[src/rtl/bank_queue_ctrl.sv]
// Bank queue controller: debounced photocells, occupancy count,
// sequential wait-time divider and registered BCD digit outputs.
module bank_queue_ctrl #(
  parameter int MAX_PEOPLE      = 15,
  parameter int SERVICE_TIME    = 3,
  parameter int TELLER_W        = 2,
  parameter int DEBOUNCE_CYCLES = 4,
  localparam int PC_W   = $clog2(MAX_PEOPLE + 1),
  localparam int WAIT_W = $clog2(SERVICE_TIME * MAX_PEOPLE + 1),
  localparam int NUM_W  =
    $clog2(SERVICE_TIME * (MAX_PEOPLE + 2**TELLER_W - 2) + 1)
) (
  input  logic                clock,
  input  logic                reset,
  input  logic                phcOne,
  input  logic                phcTwo,
  input  logic [TELLER_W-1:0] Tcount,
  output logic [PC_W-1:0]     Pcount,
  output logic [WAIT_W-1:0]   Pwait,
  output logic [3:0]          pTens,
  output logic [3:0]          pUnits,
  output logic [3:0]          wTens,
  output logic [3:0]          wUnits,
  output logic [1:0]          flags,
  output logic                waitValid,
  output logic                noTeller
);

  localparam int CNT_W  = $clog2(DEBOUNCE_CYCLES + 1);
  localparam int BCNT_W = $clog2(NUM_W + 1);

  typedef enum logic [1:0] {
    S_IDLE,
    S_CALC,
    S_DONE
  } state_e;

  logic [1:0]       phc;
  logic [1:0]       s1_q, s2_q;
  logic [1:0]       stb_q, stbPrev_q;
  logic [CNT_W-1:0] cnt_q [2];
  logic [1:0]       evt;

  logic [PC_W-1:0]     pc_q, pcPrev_q;
  logic [TELLER_W-1:0] tcPrev_q;
  logic                noTeller_q;

  state_e              state_q, state_d;
  logic [NUM_W-1:0]    num_q, num_d;
  logic [TELLER_W-1:0] div_q, div_d;
  logic [TELLER_W-1:0] rem_q, rem_d;
  logic [BCNT_W-1:0]   bcnt_q, bcnt_d;
  logic                zero_q, zero_d;
  logic [WAIT_W-1:0]   pwait_q, pwait_d;
  logic                wvalid_q, wvalid_d;

  logic [7:0] pBcd_q, wBcd_q;

  logic                chg;
  logic [NUM_W-1:0]    num_calc;
  logic [TELLER_W:0]   trial;
  logic                ge;

  assign phc = {phcTwo, phcOne};
  assign evt = stbPrev_q & ~stb_q;

  // Synchroniser and debounce; stable level moves only after a full hold.
  always_ff @(posedge clock) begin
    if (reset) begin
      s1_q      <= 2'b11;
      s2_q      <= 2'b11;
      stb_q     <= 2'b11;
      stbPrev_q <= 2'b11;
      for (int i = 0; i < 2; i++) cnt_q[i] <= '0;
    end else begin
      s1_q      <= phc;
      s2_q      <= s1_q;
      stbPrev_q <= stb_q;
      for (int i = 0; i < 2; i++) begin
        if (s2_q[i] == stb_q[i]) begin
          cnt_q[i] <= '0;
        end else if (cnt_q[i] == CNT_W'(DEBOUNCE_CYCLES - 1)) begin
          stb_q[i] <= s2_q[i];
          cnt_q[i] <= '0;
        end else begin
          cnt_q[i] <= cnt_q[i] + 1'b1;
        end
      end
    end
  end

  always_ff @(posedge clock) begin
    if (reset) begin
      pc_q <= '0;
    end else if (evt[0] && !evt[1] && pc_q != PC_W'(MAX_PEOPLE)) begin
      pc_q <= pc_q + 1'b1;
    end else if (evt[1] && !evt[0] && pc_q != '0) begin
      pc_q <= pc_q - 1'b1;
    end
  end

  assign chg = (pc_q != pcPrev_q) || (Tcount != tcPrev_q);
  assign num_calc = NUM_W'(SERVICE_TIME *
    (int'(pc_q) + int'(Tcount) - 1));
  assign trial = {rem_q, num_q[NUM_W-1]};
  assign ge = trial >= {1'b0, div_q};

  // Quotient bits shift into the numerator register as it empties.
  always_comb begin
    state_d  = state_q;
    num_d    = num_q;
    div_d    = div_q;
    rem_d    = rem_q;
    bcnt_d   = bcnt_q;
    zero_d   = zero_q;
    pwait_d  = pwait_q;
    wvalid_d = wvalid_q;
    unique case (state_q)
      S_IDLE: ;
      S_CALC: begin
        rem_d  = ge ? TELLER_W'(trial - {1'b0, div_q})
                    : trial[TELLER_W-1:0];
        num_d  = {num_q[NUM_W-2:0], ge};
        bcnt_d = bcnt_q + 1'b1;
        if (bcnt_q == BCNT_W'(NUM_W - 1)) state_d = S_DONE;
      end
      S_DONE: begin
        pwait_d  = zero_q ? '0 : WAIT_W'(num_q);
        wvalid_d = 1'b1;
        state_d  = S_IDLE;
      end
      default: state_d = S_IDLE;
    endcase
    if (chg) begin
      num_d    = num_calc;
      div_d    = Tcount;
      rem_d    = '0;
      bcnt_d   = '0;
      zero_d   = (pc_q == '0) || (Tcount == '0);
      wvalid_d = 1'b0;
      pwait_d  = pwait_q;
      state_d  = zero_d ? S_DONE : S_CALC;
    end
  end

  always_ff @(posedge clock) begin
    noTeller_q <= Tcount == '0;
    if (reset) begin
      state_q  <= S_IDLE;
      num_q    <= '0;
      div_q    <= '0;
      rem_q    <= '0;
      bcnt_q   <= '0;
      zero_q   <= 1'b0;
      pwait_q  <= '0;
      wvalid_q <= 1'b1;
      pcPrev_q <= '0;
      tcPrev_q <= Tcount;
    end else begin
      state_q  <= state_d;
      num_q    <= num_d;
      div_q    <= div_d;
      rem_q    <= rem_d;
      bcnt_q   <= bcnt_d;
      zero_q   <= zero_d;
      pwait_q  <= pwait_d;
      wvalid_q <= wvalid_d;
      pcPrev_q <= pc_q;
      tcPrev_q <= Tcount;
    end
  end

  function automatic logic [7:0] to_bcd(logic [6:0] v);
    logic [3:0] t;
    t = '0;
    for (int k = 1; k < 10; k++) begin
      if (v >= 7'(10 * k)) t = 4'(k);
    end
    return {t, 4'(v - 7'(10 * t))};
  endfunction

  always_ff @(posedge clock) begin
    if (reset) begin
      pBcd_q <= '0;
      wBcd_q <= '0;
    end else begin
      pBcd_q <= to_bcd(7'(pc_q));
      wBcd_q <= to_bcd(7'(pwait_q));
    end
  end

  assign Pcount    = pc_q;
  assign Pwait     = pwait_q;
  assign pTens     = pBcd_q[7:4];
  assign pUnits    = pBcd_q[3:0];
  assign wTens     = wBcd_q[7:4];
  assign wUnits    = wBcd_q[3:0];
  assign flags     = {pc_q == PC_W'(MAX_PEOPLE), pc_q == '0};
  assign waitValid = wvalid_q;
  assign noTeller  = noTeller_q;

endmodule

[config.mk]
export PLATFORM = sky130hd
export DESIGN_NAME = bank_queue_ctrl
export DESIGN_NICKNAME = d
export VERILOG_FILES = /design/src/rtl/bank_queue_ctrl.sv
export SDC_FILE = /design/constraint.sdc
export NUM_CORES = 1
export LEC_CHECK = 0
export CORE_ASPECT_RATIO = 0.5
export CORE_MARGIN = 2
export CORE_UTILIZATION = 40
export DETAILED_ROUTE_END_ITERATION = 7
export PLACE_DENSITY_LB_ADDON = 0.25
export SYNTH_ARGS = -nofsm -noshare
export SYNTH_HDL_FRONTEND = slang
export SYNTH_SLANG_ARGS = --single-unit
[constraint.sdc]
create_clock -name clock -period 6.05 [get_ports clock]
set_input_delay 1.21 -clock clock [delete_from_list [all_inputs] [get_ports clock]]
set_output_delay 1.21 -clock clock [all_outputs]
set_load 0.01 [all_outputs]
After elaboration in Yosys (flattened, before gate mapping)
Memories as Yosys holds them, arrays and structs flattened.
Cells that the tools add are included.
- bits in writable memories: 6
- input port bits: 6
- word-level logic and storage cells: 144
- output and inout port bits: 30
- memories: 1
- bits in registers: 58
- reduce and logical (&&, ||, !) cells: 20
- multiplexer cells: 55
- equal/unequal tests: 13
- bitwise logic cells: 11
- add/sub/neg operators: 10
- order comparisons: 12
- $mul: 3
- memories (memory ; depth ; bits a word ; read ports ; clocked after Yosys merged registers in ; write ports ; line ; source):
    cnt_q ; 2 ; 3 ; 2 ; 0 ; 2 ; 41 ; logic [CNT_W-1:0] cnt_q [2];
- operators by type and width (kind ; number):
    $mux W4 ; 13
    $mux W1 ; 28
    $ge A6 B7 Y1 const B ; 3
    $ge A6 B6 Y1 const B ; 3
    $mux W3 ; 6
    $mux W6 ; 3
    $ge A6 B5 Y1 const B ; 2
    $add A3 B1 Y3 const B ; 3
    $mul A3 B4 Y3 const A ; 2
    $mux W2 ; 4
    $reduce_and A2 Y1 ; 4
    $sub A4 B4 Y4 ; 2
    $ge A4 B7 Y1 const B ; 1
    $eq A3 B2 Y1 const B ; 2
    $ge A6 B4 Y1 const B ; 1
    $mul A3 B6 Y6 const A ; 1
    $or A1 B1 Y1 ; 6
    $reduce_bool A2 Y1 ; 3
    $sub A5 B1 Y6 const B ; 1
    $add A4 B2 Y5 ; 1
    $add A4 B1 Y4 const B ; 1
    $eq A4 B4 Y1 const B ; 1
    $ge A4 B4 Y1 const B ; 1
    $logic_and A1 B1 Y1 ; 4
    22 further kinds ; 28

Depth between registers and ports, before layout
- depth in word-level cells: 13
- gate-level depth with buffers: 13
- depth with buffers taken out: 13

Worst setup path before layout
OpenSTA, ideal clock, no wires.
- path type: in2reg
- from: input port Tcount[1]
- to: register num_q[5]
- data arrival time: 3.549 ns
- path buffers: 0
- stages on the path: 13
- setup slack: 2.381 ns
- setup time: 0.120 ns
- data required time: 5.930 ns
- path through: inv_1 -> ha_1 -> inv_1 -> ha_1 -> fa_1 -> xnor2_1 -> ha_1 -> ha_1 -> a21o_1 -> a21oi_1 -> xnor2_1 -> xnor2_1 -> a21oi_1
- word-level cells in the longest chain between the ends: 4
- elaborated cells between the ends (all ways): 7
- those cells by class: add/sub: 2; mul: 1; eq/ne: 1; mux: 1; reduce/logical: 2
- ends and longest elaborated chain (element ; line ; source):
    from (decl) ; 17 ; input logic [TELLER_W-1:0] Tcount,
    $add A4 B2 Y5 ; 104 ; (int'(pc_q) + int'(Tcount) - 1));
    $sub A5 B1 Y6 ; 104 ;
    $mul A3 B6 Y6 ; 103 ; assign num_calc = NUM_W'(SERVICE_TIME *
    $mux W6 ; 134 ; if (chg) begin
    to (signal assigned) ; 161 ; num_q <= num_d;
    to (decl) ; 49 ; logic [NUM_W-1:0] num_q, num_d;
Parallel ways exist; a longest one is shown, timed or not.
A chain may end at the register's enable or synchronous reset.

Worst setup path in the final report
Same ends and word-level chain as after synthesis.

==> flow_metrics.env <==
export IMPL_cts_resized=0
export IMPL_synthAdderAreaFrac_pct=15.03
export IMPL_syn_inst=308
export IMPL_hold_depth=1
export IMPL_max_freq_mhz=241.1
export IMPL_clock_latency_ns=0.33
export IMPL_swShare_pct=27.94
export IMPL_power_frac_clock_pct=37.6
export IMPL_ios=36
export IMPL_diodes=0
export IMPL_maxCapViolCount=0
export IMPL_grt_pass1_vias=2013
export IMPL_die_w_um=126.8
export IMPL_seqPwrFrac_pct=39.4
export IMPL_viasPerCell=4.715
export IMPL_synth_area_mm2=0.003014
export IMPL_slew_viol_final=0
export IMPL_finalCriticalPeriod_ns=4.148
export IMPL_final_hold_viol_count=0
export IMPL_ir_worst_vdd_v=0.0001651
export IMPL_clk_pin_slew_ns=0.05
export IMPL_synth_avg_cell_area_um2=9.786
export IMPL_hp_start="s1_q[0]"
export IMPL_crit_reg2reg_launch="Pcount[1]"
export IMPL_r2r_end="num_q[5]"
export IMPL_synthArstFlopShare_pct=0
export IMPL_fin_skew_ns=0.004814
export IMPL_post_place_ws_ns=1.539
export IMPL_holdPathEnd="s2_q[0]"
export IMPL_synth_edf_count=6
export IMPL_slew_headroom_pct=43.57
export IMPL_layout_common_cells="53 x dfxtp_1, 39 x nor2_1, 31 x clkdlybuf4s50_1"
export IMPL_postRouteAntennaNets=0
export IMPL_wl_um=5377
export IMPL_drt_initial_drc_count=91
export IMPL_power_density_mw_per_mm2=312.9
export IMPL_synthXorXnorAreaFrac_pct=6.683
export IMPL_cts_setup_buffers=0
export IMPL_setup_viol=0
export IMPL_cp_required_ns=6.24
export IMPL_synth_top_family_by_area="simple AND/OR/NAND/NOR gates"
export IMPL_clock_sinks=59
export IMPL_gr_total_overflow=0
export IMPL_reg2reg_depth=13
export IMPL_synth_compound_area_share_pct=10.42
export IMPL_ys_warnings_count=0
export IMPL_tightestPinTransition_ns=0.8433
export IMPL_vias=2098
export IMPL_drc_errors=0
export IMPL_rsz0062_at_grt="false"
export IMPL_cts_tree="built"
export IMPL_finalCritPeriodShare_pct=68.57
export IMPL_yosysSeqAreaShare_pct=41.18
export IMPL_worst_setup_path_start_kind="primary input"
export IMPL_antenna_found_initial=0
export IMPL_io_buffers=31
export IMPL_synth_distinct_cells=46
export IMPL_setup_slack_ns=1.902
export IMPL_drive_above_1_share_pct=6.877
export IMPL_endpoint_kind="register"
export IMPL_reg2reg_slack_ns=2.72
export IMPL_synthMuxAreaShare_pct=4.317
export IMPL_grt_max_degree=49
export IMPL_p_switching_mw=0.3196
export IMPL_die_y_um=65.38
export IMPL_dr_pass1_iters=3
export IMPL_p_int_mw=0.8241
export IMPL_outcome="completed"
export IMPL_grt_pass1_wl_um=9218
export IMPL_leakage_nw=1.482
export IMPL_area_growth_pct=21.25
export IMPL_postCtsHoldBufs=0
export IMPL_cp_arrival_ns=4.34
export IMPL_min_path_type="register to register"
export IMPL_totalNegativeSetupSlack_ns=0
export IMPL_htree_levels=3
export IMPL_final_common_cell="dfxtp_1"
export IMPL_crit_fanout=6
export IMPL_grt_usage_pct=14.56
export IMPL_start_util_pct=41.17
export IMPL_tritoncts_num_buffers=9
export IMPL_dp_hpwl_um=3946
export IMPL_gp_congestion=0.8084
export IMPL_nNetsFinal=383
export IMPL_wl_per_cell_um=12.08
export IMPL_synthFlopType="dfxtp_1"
export IMPL_clockRootBuffer="clkbuf_16"
export IMPL_fp_dieArea_mm2=0.008288
export IMPL_power_frac_comb_pct=23.0
export IMPL_cts_buffer_depth=2
export IMPL_synth_simple_area_share_pct=15.86
export IMPL_coreArea_mm2=0.007322
export IMPL_yosys_register_bits=59
export IMPL_crit_type="primary input to register"
export IMPL_num_rows=22
==> worst max-delay path by stage <==
stage | from | endpoint | slack (ns) | cells after the start
after global placement | Tcount[1] | num_q[5] | 1.67 | 14
after CTS | Tcount[1] | num_q[5] | 1.89 | 14
after floorplan | Tcount[1] | num_q[5] | 2.38 | 13
after detailed placement | Tcount[1] | num_q[5] | 1.54 | 14
final | Tcount[1] | num_q[5] | 1.90 | 14
after global routing | Tcount[1] | num_q[5] | 1.67 | 14
==> Yosys cell counts, types with 6 or more instances <==
master	n	area, um^2
inv_1	25	93.84
ha_1	29	362.9
nor2b_1	13	81.33
a211oi_1	6	45.04
edfxtp_1	6	180.2
nor2_1	39	146.4
buf_4	7	52.55
or2_1	7	43.79
dfxtp_1	53	1061
xnor2_1	19	166.4
a21oi_1	13	65.06
mux2i_1	13	130.1
nand2_1	10	37.54
clkbuf_1	8	30.03
==> power by group through the flow <==
stage          clock network [mW]  logic [mW]  registers, mW
2_1_floorplan                   0       0.202          0.456
3_3_place_gp                    0       0.255          0.458
3_5_place_dp                    0       0.263          0.459
4_1_cts                     0.442       0.266          0.451
5_1_grt                     0.463       0.299          0.455
6_report                    0.430       0.263          0.451
==> worst max-delay path, cell delays in order <==
cell             delay [ns]
clkdlybuf4s50_1        0.58
inv_1                  0.07
ha_1                   0.27
inv_1                  0.04
ha_1                   0.21
fa_1                   0.40
xnor2_1                0.25
ha_1                   0.29
ha_1                   0.31
a21o_1                 0.18
a21oi_1                0.17
xnor2_1                0.15
xnor2_1                0.14
a21oi_1                0.08
==> state kept, by name, summed over array words and instances (netlist names), 3 cells and up <==
name,count
cnt_q,6
wBcd_q,7
Pwait,6
Pcount,4
pcPrev_q,4
pBcd_q,4
bcnt_q,3
num_q,6
==> through the flow <==
stage	hold WS (ns)	utilization, %	area, um^2	instances	power, mW
floorplan	0.3832	-	3044	316	0.6574
detailed placement	0.3885	46.46	3402	429	0.7218
global route	0.4242	49.91	3655	445	1.217
global placement	0.3856	46.46	3402	429	0.7127
CTS	0.4047	49.91	3655	445	1.159
finish	0.4006	49.91	3655	445	1.144
==> area by class of cell <==
| class | count | area, um^2 |
|---|---|---|
| Timing Repair Buffer | 33 | 325.3 |
| Fill cell | 687 | 3667 |
| Tap cell | 96 | 120.1 |
| Clock inverter | 5 | 20.02 |
| Inverter | 27 | 101.3 |
| Clock buffer | 11 | 232.7 |
| Multi-Input combinational cell | 214 | 1614 |
| Sequential cell | 59 | 1241 |
==> layer usage <==
metal,GRT usage (%),part of all wire (%),vias to the layer above
met4,6.593,2.0,0
li1,-,-,1088
met1,16.06,46,979
met5,0,0,-
met3,6.107,3.6,12
met2,25.00,48,19
==> cells by family (layout without fill, tap and decap cells) <==
| kind of cell | after synthesis | after routing |
|---|---|---|
| and+or+nand+nor | 90 | 90 |
| DFF | 59 | 59 |
| AOI/OAI and AO/OA | 44 | 44 |
| buffers and inverters | 43 | 76 |
| adders and majority gates | 34 | 34 |
| xor gates and xnor gates | 23 | 23 |
| muxes | 13 | 13 |
| other | 2 | 10 |
Power figures use the tool's default switching activity.
